## src/rtl/wb_stage_if.sv

```systemverilog
// Bundle of MEM-stage handshake, data-cache response and register-file write
// port signals seen by the writeback stage.
interface wb_stage_if;
  logic        mem_valid;
  logic        mem_ready;
  logic [31:0] mem_pc;
  logic        mem_wen;
  logic [4:0]  mem_waddr;
  logic [31:0] mem_result;
  logic        mem_is_load;
  logic [2:0]  mem_load_type;
  logic [1:0]  mem_addr_lo;
  logic [31:0] mem_rt_old;
  logic        dresp_valid;
  logic [31:0] dresp_data;
  logic        flush;
  logic        rf_we;
  logic [4:0]  rf_waddr;
  logic [31:0] rf_wdata;
  logic [31:0] wb_pc;
  logic        wb_stall;

  modport master (
    output mem_valid, mem_pc, mem_wen, mem_waddr, mem_result, mem_is_load,
           mem_load_type, mem_addr_lo, mem_rt_old, dresp_valid, dresp_data, flush,
    input  mem_ready, rf_we, rf_waddr, rf_wdata, wb_pc, wb_stall
  );

  modport slave (
    input  mem_valid, mem_pc, mem_wen, mem_waddr, mem_result, mem_is_load,
           mem_load_type, mem_addr_lo, mem_rt_old, dresp_valid, dresp_data, flush,
    output mem_ready, rf_we, rf_waddr, rf_wdata, wb_pc, wb_stall
  );
endinterface

```

## src/rtl/wb_stage.sv

```systemverilog
// Writeback stage: accepts one instruction from MEM, commits ALU results the
// next cycle, holds loads until the data-cache response arrives, extends or
// merges the loaded data, then drives the register-file write port.
module wb_stage #(
  parameter bit ENABLE_LWLR = 1'b1
) (
  input logic       clk,
  input logic       rst,
  wb_stage_if.slave bus
);

  typedef enum logic [1:0] {
    IDLE  = 2'd0,
    WAIT  = 2'd1,
    DRAIN = 2'd2
  } state_t;

  state_t      state, state_next;

  logic        ld_wen;
  logic [4:0]  ld_waddr;
  logic [2:0]  ld_type;
  logic [1:0]  ld_addr_lo;
  logic [31:0] ld_rt_old;
  logic [31:0] ld_pc;

  logic        accept;
  logic        commit;
  logic        commit_we;
  logic [4:0]  commit_waddr;
  logic [31:0] commit_data;
  logic [31:0] commit_pc;
  logic [31:0] load_data;

  function automatic logic [31:0] extend(input logic [2:0]  ltype,
                                         input logic [1:0]  a,
                                         input logic [31:0] d,
                                         input logic [31:0] rt);
    logic [7:0]  b;
    logic [15:0] h;
    logic [31:0] r;
    case (a)
      2'd0:    b = d[7:0];
      2'd1:    b = d[15:8];
      2'd2:    b = d[23:16];
      default: b = d[31:24];
    endcase
    h = a[1] ? d[31:16] : d[15:0];
    case (ltype)
      3'd1: r = {{24{b[7]}}, b};
      3'd2: r = {24'h0, b};
      3'd3: r = {{16{h[15]}}, h};
      3'd4: r = {16'h0, h};
      3'd5: begin
        if (ENABLE_LWLR) begin
          case (a)
            2'd0:    r = {d[7:0],  rt[23:0]};
            2'd1:    r = {d[15:0], rt[15:0]};
            2'd2:    r = {d[23:0], rt[7:0]};
            default: r = d;
          endcase
        end else begin
          r = d;
        end
      end
      3'd6: begin
        if (ENABLE_LWLR) begin
          case (a)
            2'd0:    r = d;
            2'd1:    r = {rt[31:24], d[31:8]};
            2'd2:    r = {rt[31:16], d[31:16]};
            default: r = {rt[31:8],  d[31:24]};
          endcase
        end else begin
          r = d;
        end
      end
      default: r = d;
    endcase
    return r;
  endfunction

  // Shape the raw response word according to the held load's type.
  always_comb begin
    load_data = extend(ld_type, ld_addr_lo, bus.dresp_data, ld_rt_old);
  end

  // Next state and the commit request for the following cycle.
  always_comb begin
    state_next   = state;
    accept       = 1'b0;
    commit       = 1'b0;
    commit_we    = 1'b0;
    commit_waddr = ld_waddr;
    commit_data  = load_data;
    commit_pc    = ld_pc;
    case (state)
      IDLE: begin
        // flush kills whatever MEM presents this cycle, so nothing commits next cycle
        accept = bus.mem_valid && !bus.flush;
        if (accept) begin
          if (bus.mem_is_load) begin
            state_next = WAIT;
          end else begin
            commit       = 1'b1;
            commit_we    = bus.mem_wen && (bus.mem_waddr != '0);
            commit_waddr = bus.mem_waddr;
            commit_data  = bus.mem_result;
            commit_pc    = bus.mem_pc;
          end
        end
      end
      WAIT: begin
        if (bus.dresp_valid) begin
          state_next = IDLE;
          if (!bus.flush) begin
            commit    = 1'b1;
            commit_we = ld_wen && (ld_waddr != '0);
          end
        end else if (bus.flush) begin
          state_next = DRAIN;
        end
      end
      DRAIN: begin
        if (bus.dresp_valid) begin
          state_next = IDLE;
        end
      end
      default: state_next = IDLE;
    endcase
  end

  assign bus.mem_ready = (state == IDLE);
  assign bus.wb_stall  = (state != IDLE);

  // State register.
  always_ff @(posedge clk) begin
    if (rst) begin
      state <= IDLE;
    end else begin
      state <= state_next;
    end
  end

  // Capture the load's context while its response is outstanding.
  always_ff @(posedge clk) begin
    if (rst) begin
      ld_wen     <= 1'b0;
      ld_waddr   <= '0;
      ld_type    <= '0;
      ld_addr_lo <= '0;
      ld_rt_old  <= '0;
      ld_pc      <= '0;
    end else if (accept && bus.mem_is_load) begin
      ld_wen     <= bus.mem_wen;
      ld_waddr   <= bus.mem_waddr;
      ld_type    <= bus.mem_load_type;
      ld_addr_lo <= bus.mem_addr_lo;
      ld_rt_old  <= bus.mem_rt_old;
      ld_pc      <= bus.mem_pc;
    end
  end

  // Registered register-file write port; address/data hold between writes.
  always_ff @(posedge clk) begin
    if (rst) begin
      bus.rf_we    <= 1'b0;
      bus.rf_waddr <= '0;
      bus.rf_wdata <= '0;
      bus.wb_pc    <= '0;
    end else begin
      bus.rf_we <= commit_we;
      if (commit_we) begin
        bus.rf_waddr <= commit_waddr;
        bus.rf_wdata <= commit_data;
      end
      if (commit) begin
        bus.wb_pc <= commit_pc;
      end
    end
  end

  // A response with no load outstanding points at a cache-side protocol bug.
  a_no_idle_resp: assert property (@(posedge clk) disable iff (rst)
    !(bus.dresp_valid && (state == IDLE)))
    else $warning("wb_stage: dresp_valid received while idle, ignored");

endmodule

```

## src/flat_wrapper.sv

```systemverilog
// flat-port wrapper written by rule: the top's interface ports become plain ports
module wb_stage_flat 
#(
  parameter bit ENABLE_LWLR = 1'b1
)
  (clk, rst, bus_mem_valid, bus_mem_pc, bus_mem_wen, bus_mem_waddr, bus_mem_result, bus_mem_is_load, bus_mem_load_type, bus_mem_addr_lo, bus_mem_rt_old, bus_dresp_valid, bus_dresp_data, bus_flush, bus_mem_ready, bus_rf_we, bus_rf_waddr, bus_rf_wdata, bus_wb_pc, bus_wb_stall);
  wb_stage_if bus_i ();
  input logic clk;
  input logic rst;
  input wire logic [$bits(bus_i.mem_valid)-1:0] bus_mem_valid;
  input wire logic [$bits(bus_i.mem_pc)-1:0] bus_mem_pc;
  input wire logic [$bits(bus_i.mem_wen)-1:0] bus_mem_wen;
  input wire logic [$bits(bus_i.mem_waddr)-1:0] bus_mem_waddr;
  input wire logic [$bits(bus_i.mem_result)-1:0] bus_mem_result;
  input wire logic [$bits(bus_i.mem_is_load)-1:0] bus_mem_is_load;
  input wire logic [$bits(bus_i.mem_load_type)-1:0] bus_mem_load_type;
  input wire logic [$bits(bus_i.mem_addr_lo)-1:0] bus_mem_addr_lo;
  input wire logic [$bits(bus_i.mem_rt_old)-1:0] bus_mem_rt_old;
  input wire logic [$bits(bus_i.dresp_valid)-1:0] bus_dresp_valid;
  input wire logic [$bits(bus_i.dresp_data)-1:0] bus_dresp_data;
  input wire logic [$bits(bus_i.flush)-1:0] bus_flush;
  output wire logic [$bits(bus_i.mem_ready)-1:0] bus_mem_ready;
  output wire logic [$bits(bus_i.rf_we)-1:0] bus_rf_we;
  output wire logic [$bits(bus_i.rf_waddr)-1:0] bus_rf_waddr;
  output wire logic [$bits(bus_i.rf_wdata)-1:0] bus_rf_wdata;
  output wire logic [$bits(bus_i.wb_pc)-1:0] bus_wb_pc;
  output wire logic [$bits(bus_i.wb_stall)-1:0] bus_wb_stall;
  assign bus_i.mem_valid = bus_mem_valid;
  assign bus_i.mem_pc = bus_mem_pc;
  assign bus_i.mem_wen = bus_mem_wen;
  assign bus_i.mem_waddr = bus_mem_waddr;
  assign bus_i.mem_result = bus_mem_result;
  assign bus_i.mem_is_load = bus_mem_is_load;
  assign bus_i.mem_load_type = bus_mem_load_type;
  assign bus_i.mem_addr_lo = bus_mem_addr_lo;
  assign bus_i.mem_rt_old = bus_mem_rt_old;
  assign bus_i.dresp_valid = bus_dresp_valid;
  assign bus_i.dresp_data = bus_dresp_data;
  assign bus_i.flush = bus_flush;
  assign bus_mem_ready = bus_i.mem_ready;
  assign bus_rf_we = bus_i.rf_we;
  assign bus_rf_waddr = bus_i.rf_waddr;
  assign bus_rf_wdata = bus_i.rf_wdata;
  assign bus_wb_pc = bus_i.wb_pc;
  assign bus_wb_stall = bus_i.wb_stall;
  wb_stage #(.ENABLE_LWLR(ENABLE_LWLR)) u_core (.clk(clk), .rst(rst), .bus(bus_i));
endmodule
```

## config.mk

```make
export PLATFORM = sky130hd
export DESIGN_NAME = wb_stage_flat
export DESIGN_NICKNAME = d
export VERILOG_FILES = /design/src/rtl/wb_stage_if.sv /design/src/rtl/wb_stage.sv /design/src/flat_wrapper.sv
export SDC_FILE = /design/constraint.sdc
export NUM_CORES = 1
export LEC_CHECK = 0
export CORE_MARGIN = 5
export CORE_UTILIZATION = 44
export DETAILED_ROUTE_END_ITERATION = 8
export PLACE_DENSITY = 0.77
export SYNTH_ARGS = -nofsm -noshare
export SYNTH_HDL_FRONTEND = slang
export SYNTH_SLANG_ARGS = --single-unit
export TNS_END_PERCENT = 20
```

## constraint.sdc

```tcl
create_clock -name clk -period 2.1 [get_ports clk]
set_clock_uncertainty 0.15 [all_clocks]
set_input_delay 0.525 -clock clk [delete_from_list [all_inputs] [get_ports clk]]
set_output_delay 0.525 -clock clk [all_outputs]
set_load 0.01 [all_outputs]
```

==> flow_summary.ini, run 1 <==
[cells_and_area]
antenna_cells = 0
nets = 1371
utilization = 0.687
area_delta_synth_final_pct = 54.2
drive_gt1_frac = 0.215

[cts]
path_clk_slew_ns = 0.07
cts_hold_repair.buffers = 0
clock_tree.buffer_depth = 2
cts_sinks = 147
worstSkewPairLatency_ns = 0.44
clockRootBuffer = clkbuf_16
cts_tree = yes
cts_max_level = 4
cts_buffers = 17

[setup_path]
worst-r2r-cell-count = 5
crit_arrival_ns = 2.33
start_kind = register
end_kind = register
worstPathCellList = or4_4 -> o211ai_4 -> nand2_4 -> and3_4 -> a2111oi_2
worst_path_max_delay_cell = or4_4
ff2ff_setup_slack_ns = -0.05
worstPathMaxFanout = 8
worstSetupPathType = register to register
critPathRequiredTime_ns = 2.28
critPathMaxStageDelay_ns = 0.54

[timing]
fin_ws_ns = -0.0529
timing.fmax_mhz = 464
finalCriticalPeriod_ns = 2.15
tightest_slew_ns = 0.529
finalHoldViolCount = 0
fin_crit_sh = 1.03
setup_viol = 10
final_max_slew_viol_count = 0
maxSlewHeadroom = 0.647
rsz0062_at_grt = true

[floorplan]
dieArea_um2 = 20100
fp.dieH_um = 142
core_um2 = 17200
die_x_um = 142
std_cell_rows = 48
io_pins = 217
initial_core_util = 0.446

[hold_path]
holdPathStages = 2
hold_class = input port to register

[pwr]
combPwrFrac = 0.191
power.density_nw_per_um2 = 633
power.internal_mw = 5.26
power.leakage_nw = 4.18
p_sw_mw = 2.21
peakVddDrop_v = 0.000628
total_power_mw = 7.47
swShare = 0.296
seqPwrFrac = 0.397
p_clk_frac = 0.412

[place]
io_buffers = 216
dp_hpwl_mm = 20.3
globalplace.congestion = 0.924

[routing]
wl_mm = 29.3
dr.max_layer_used = met5
dr.first_iter.drc_count = 947
ant_nets = 0
first_pass_iters = 6
drc_errors = 0
num_vias = 8738
avgViaCountPerCell = 5.97
dr_wl_met2_mm = 13.1
post_drt_wl_per_cell_um = 20.0
wl_met1_mm = 12.1
met3_length_mm = 3.07

[global_route]
grt_max_degree = 86
grt_usage = 0.278
grt_antenna_before_repair = 1
grt_pass1_vias = 8210
overflow = 0
grt_pass1_wl_mm = 44.5

[yosys]
synth_area_um2 = 7650
ys.flop_type = dfxtp_1
ys_async_sr_fraction = 0
synth.avg_cell_area_um2 = 8.12
synth_edf_count = 0
ys_warn_count = 0
syn_inst = 943
synth_most_common_cell = nand2_1
ys_ff_latch = 147
synth.top_cell.area_share = 0.385
yosys.area.top_type = dfxtp_1
synth_nets = 1088
synth_area_leaders = dfxtp_1 (38%), nand2_1 (12%), a21oi_1 (6.3%)
ys_seq_area_frac = 0.385
synthTopCellsByCount = nand2_1 (247), dfxtp_1 (147), a21oi_1 (96), nor2_1 (77), clkbuf_1 (41)
ys_types = 56

[flow_run]
maxCapViolCount = 0

[outcome]
violations = setup timing
status = complete, but fails checks
==> routing by layer <==
layer | vias up | global-route usage
li1 | 3996 | -
met3 | 81 | 0.0738
met2 | 475 | 0.432
met1 | 4184 | 0.377
met4 | 2 | 0.0904
met5 | - | 0
==> state kept, by name (all words and copies together), names as in the netlist <==
name	flops
u_core.bus.rf_waddr	5
u_core.bus.rf_wdata	32
u_core.bus.rf_we	1
u_core.bus.wb_pc	32
u_core.ld_addr_lo	2
u_core.ld_pc	32
u_core.ld_rt_old	32
u_core.ld_type	3
u_core.ld_waddr	5
u_core.ld_wen	1
u_core.state	2
==> per-stage QoR <==
| stage | worst slack (ns) | instance area [um2] | setup TNS (ns) | hold WS (ns) | std cells |
|---|---|---|---|---|---|
| final | -0.0529 | 11800 | -0.384 | 0.193 | 1464 |
| after CTS | -0.0832 | 11600 | -0.416 | 0.181 | 1458 |
| after detailed placement | -0.739 | 10700 | -72.92 | 0.293 | 1417 |
| after floorplan | -0.143 | 7650 | -2.48 | 0.282 | 943 |
| after global placement | -0.705 | 10700 | -67.77 | 0.289 | 1417 |
| after global routing | -0.105 | 11800 | -1.31 | 0.194 | 1464 |
==> critical path: cells and delay by family, from the launching register on <==
family	cells	cell delay, ns
AOI/OAI and AO/OA	2	0.61
DFF	1	0.32
and+or+nand+nor	3	0.96
==> worst paths after layout <==
check | start | end
setup / recovery | u_core.ld_waddr[0]$_SDFFE_PP0P_ | u_core.bus.rf_wdata[19]$_SDFFE_PP0P_
hold / removal | rst | u_core.bus.rf_we$_SDFF_PP0_
setup reg to reg | u_core.ld_waddr[0]$_SDFFE_PP0P_ | u_core.bus.rf_wdata[19]$_SDFFE_PP0P_
hold reg to reg | u_core.ld_pc[0]$_SDFFE_PP0P_ | u_core.ld_pc[0]$_SDFFE_PP0P_
==> cell usage in the layout, fill, tap and decap left out, drive strengths merged, types with 16 or more instances in the layout <==
cell             n
nor2            78
a311oi          37
clkdlybuf4s50  200
nor3            23
mux2            17
inv             31
nand2          248
a21oi           96
a2111oi         16
a221oi          39
dfxtp          147
buf            128
clkbuf          20
==> logic make-up (layout without fill, tap and decap cells) <==
group / Yosys count / after routing / share of synthesized area
buffers and inverters: 103 / 396 / 0.0628
AOI/OAI and AO/OA: 266 / 266 / 0.265
muxes: 36 / 36 / 0.0678
xor gates and xnor gates: 1 / 1 / 0.00114
DFF: 147 / 147 / 0.385
and+or+nand+nor: 390 / 393 / 0.219
==> cell type report <==
type | instances | area (um2)
clock inverters | 15 | 171
multi-input cells | 696 | 4550
fillers | 1395 | 5380
clock buffers | 17 | 425
repair buffers | 344 | 3330
flip-flops and latches | 147 | 2960
inverters | 20 | 77.6
well taps | 225 | 282
==> power groups by stage <==
stage          clock network (mW)  registers (mW)  logic (mW)
6_report                     3.08            2.97        1.43
5_1_grt                      3.23            2.98        1.51
4_1_cts                      3.10            2.96        1.37
3_5_place_dp                    0            3.03        1.32
3_3_place_gp                    0            3.02        1.30
2_1_floorplan                   0            3.03       0.533
==> what timing repair did <==
action | in CTS | in global routing
gates cloned | 3 | 2
endpoints found under the hold margin | 0 | 0
resized for setup | 49 | 51
buffers inserted | 6 | 4
pin swaps | 15 | 17
endpoints found under the setup margin | 107 | 36
(Power assumes the default switching activity.)
==> run 2: changes to the inputs <==
==> constraint.sdc (replaced) <==
create_clock -name clk -period 2.1 [get_ports clk]
set_clock_uncertainty 0.15 [all_clocks]
set_input_delay 0.525 -clock clk [delete_from_list [all_inputs] [get_ports clk]]
set_output_delay 0.525 -clock clk [all_outputs]
set_load 0.02 [all_outputs]
==> run 2 against run 1 <==
Against the previous run: the flow still finishes with violations (setup timing); sequential share of layout area fell by 0.13 points; via count shrank 0.60%; critical path depth is 1 higher; sequential power barely moved; clock-buffer cell count is the same; highest routed layer unchanged.
==> flow_summary.ini, run 2 (same netlist as run 1, synthesis figures left out) <==
[timing]
setup_viol = 29
timing.fmax_mhz = 459
final_max_slew_viol_count = 0
finalHoldViolCount = 0
fin_ws_ns = -0.0781
maxSlewHeadroom = 0.651
rsz0062_at_grt = true
whs_ns = 0.196
fin_crit_sh = 1.04
finalCriticalPeriod_ns = 2.18
tightest_slew_ns = 0.524

[pwr]
power.leakage_nw = 4.76
peakVddDrop_v = 0.000590
power.density_nw_per_um2 = 632

[setup_path]
worstSetupPathType = register to register
crit_arrival_ns = 2.36
start_kind = register
critPathMaxStageDelay_ns = 0.54
worstPathCellList = or4_4 -> o211ai_4 -> nand2_4 -> buf_4 -> clkbuf_16 -> a311oi_1
worst_path_max_delay_cell = or4_4
end_kind = register
worstPathMaxFanout = 18
critPathRequiredTime_ns = 2.29
path_delay_family = simple AND/OR/NAND/NOR gates
critPathBufInv = 2

[place]
globalplace.congestion = 0.924
dp_hpwl_mm = 20.3
io_buffers = 216

[floorplan]
io_pins = 217
die_x_um = 142
fp.dieH_um = 142
initial_core_util = 0.446
std_cell_rows = 48
dieArea_um2 = 20100
core_um2 = 17200

[routing]
post_drt_wl_per_cell_um = 20.2
ant_nets = 0
num_vias = 8686
wl_mm = 29.5
first_pass_iters = 8
drc_errors = 0
avgViaCountPerCell = 5.95
dr.first_iter.drc_count = 874

[outcome]
status = complete, but fails checks
violations = setup timing

[cells_and_area]
utilization = 0.691
final_common_cell = nand2_1
final_cell_mix = nand2_1 (245), clkdlybuf4s50_1 (152), dfxtp_1 (139), buf_4 (104), a21oi_1 (94)
antenna_cells = 0
nets = 1368
drive_gt1_frac = 0.211
area_delta_synth_final_pct = 55.0

[hold_path]
hold_class = input port to register

[cts]
clockRootBuffer = clkbuf_16
cts_max_level = 4
cts_hold_repair.buffers = 0
worstSkewPairLatency_ns = 0.44
cts_buffers = 17
path_clk_slew_ns = 0.07
clock_tree.buffer_depth = 2
cts_sinks = 147
cts_tree = yes

[global_route]
grt_pass1_vias = 8273
grt_pass1_wl_mm = 44.8
overflow = 0
grt_max_degree = 86
grt_antenna_before_repair = 1
grt_usage = 0.281

[flow_run]
maxCapViolCount = 0
[run 2: cell types whose count changed in the layout (fill, tap and decap cells not counted), sizes merged]
cell           delta
buf               -3
bufbuf            +1
dlygate4sd2      +23
clkdlybuf4s50    -48
clkdlybuf4s15     -2
dlymetal6s2s     +26
[run 2: final cells by class]
class,instances,area [um2]
multi-input cells,696,4550
fillers,1394,5320
flip-flops and latches,147,2960
clock buffers,17,425
clock inverters,15,171
inverters,20,77.6
well taps,225,282
repair buffers,341,3400
[run 2: per-stage QoR]
stage	cells	instance area [um2]	TNS [ns]	total power, mW	setup WS, ns
2_1_floorplan	943	7650	-2.48	3.61	-0.143
3_3_place_gp	1417	10700	-67.77	4.37	-0.705
3_5_place_dp	1417	10700	-72.92	4.39	-0.739
4_1_cts	1457	11600	-0.0561	7.48	-0.0373
5_1_grt	1461	11900	-2.47	7.75	-0.111
6_report	1461	11900	-0.888	7.50	-0.0781
[run 2: what timing repair did]
item	CTS	global route
endpoints found under the setup margin	126	66
resized for setup	79	62
buffers inserted	3	2
cloned	5	2
pin swaps	19	4
[run 2: worst paths after layout]
path	endpoint	slack, ns	from	depth (start not counted)
setup / recovery	u_core.bus.rf_waddr[1]$_SDFFE_PP0P_	-0.08	u_core.ld_waddr[0]$_SDFFE_PP0P_	6
hold / removal	u_core.bus.rf_we$_SDFF_PP0_	0.20	rst	2
hold reg to reg	u_core.ld_rt_old[29]$_SDFFE_PP0P_	0.30	u_core.ld_rt_old[29]$_SDFFE_PP0P_	2
setup reg to reg	u_core.bus.rf_waddr[1]$_SDFFE_PP0P_	-0.08	u_core.ld_waddr[0]$_SDFFE_PP0P_	6
[run 2: power by group]
group	total, mW	leakage, nW	switching (mW)	internal, mW
Sequential	2.96	1.20	0.0716	2.89
Combinational	1.46	3.27	0.723	0.740
Clock	3.07	0.288	1.46	1.62
Total	7.50	4.76	2.25	5.25
[run 2: routing by layer]
layer	part of all wire	wire, um	up-vias	track usage
met5	0.00044	13	-	0
met4	0.036	1080	2	0.108
met3	0.11	3270	82	0.0829
met2	0.45	13200	500	0.432
met1	0.41	12000	4104	0.372
li1	-	-	3998	-
==> run 3: changes to the inputs <==
--- a/config.mk
+++ b/config.mk
@@ -7,6 +7,7 @@
 export LEC_CHECK = 0
 export CORE_MARGIN = 5
 export CORE_UTILIZATION = 44
+export CTS_CLUSTER_DIAMETER = 40
 export DETAILED_ROUTE_END_ITERATION = 8
 export PLACE_DENSITY = 0.77
 export SYNTH_ARGS = -nofsm -noshare
==> results of run 3 <==
The final DEF is identical to that of run 2; final timing and power are the same.
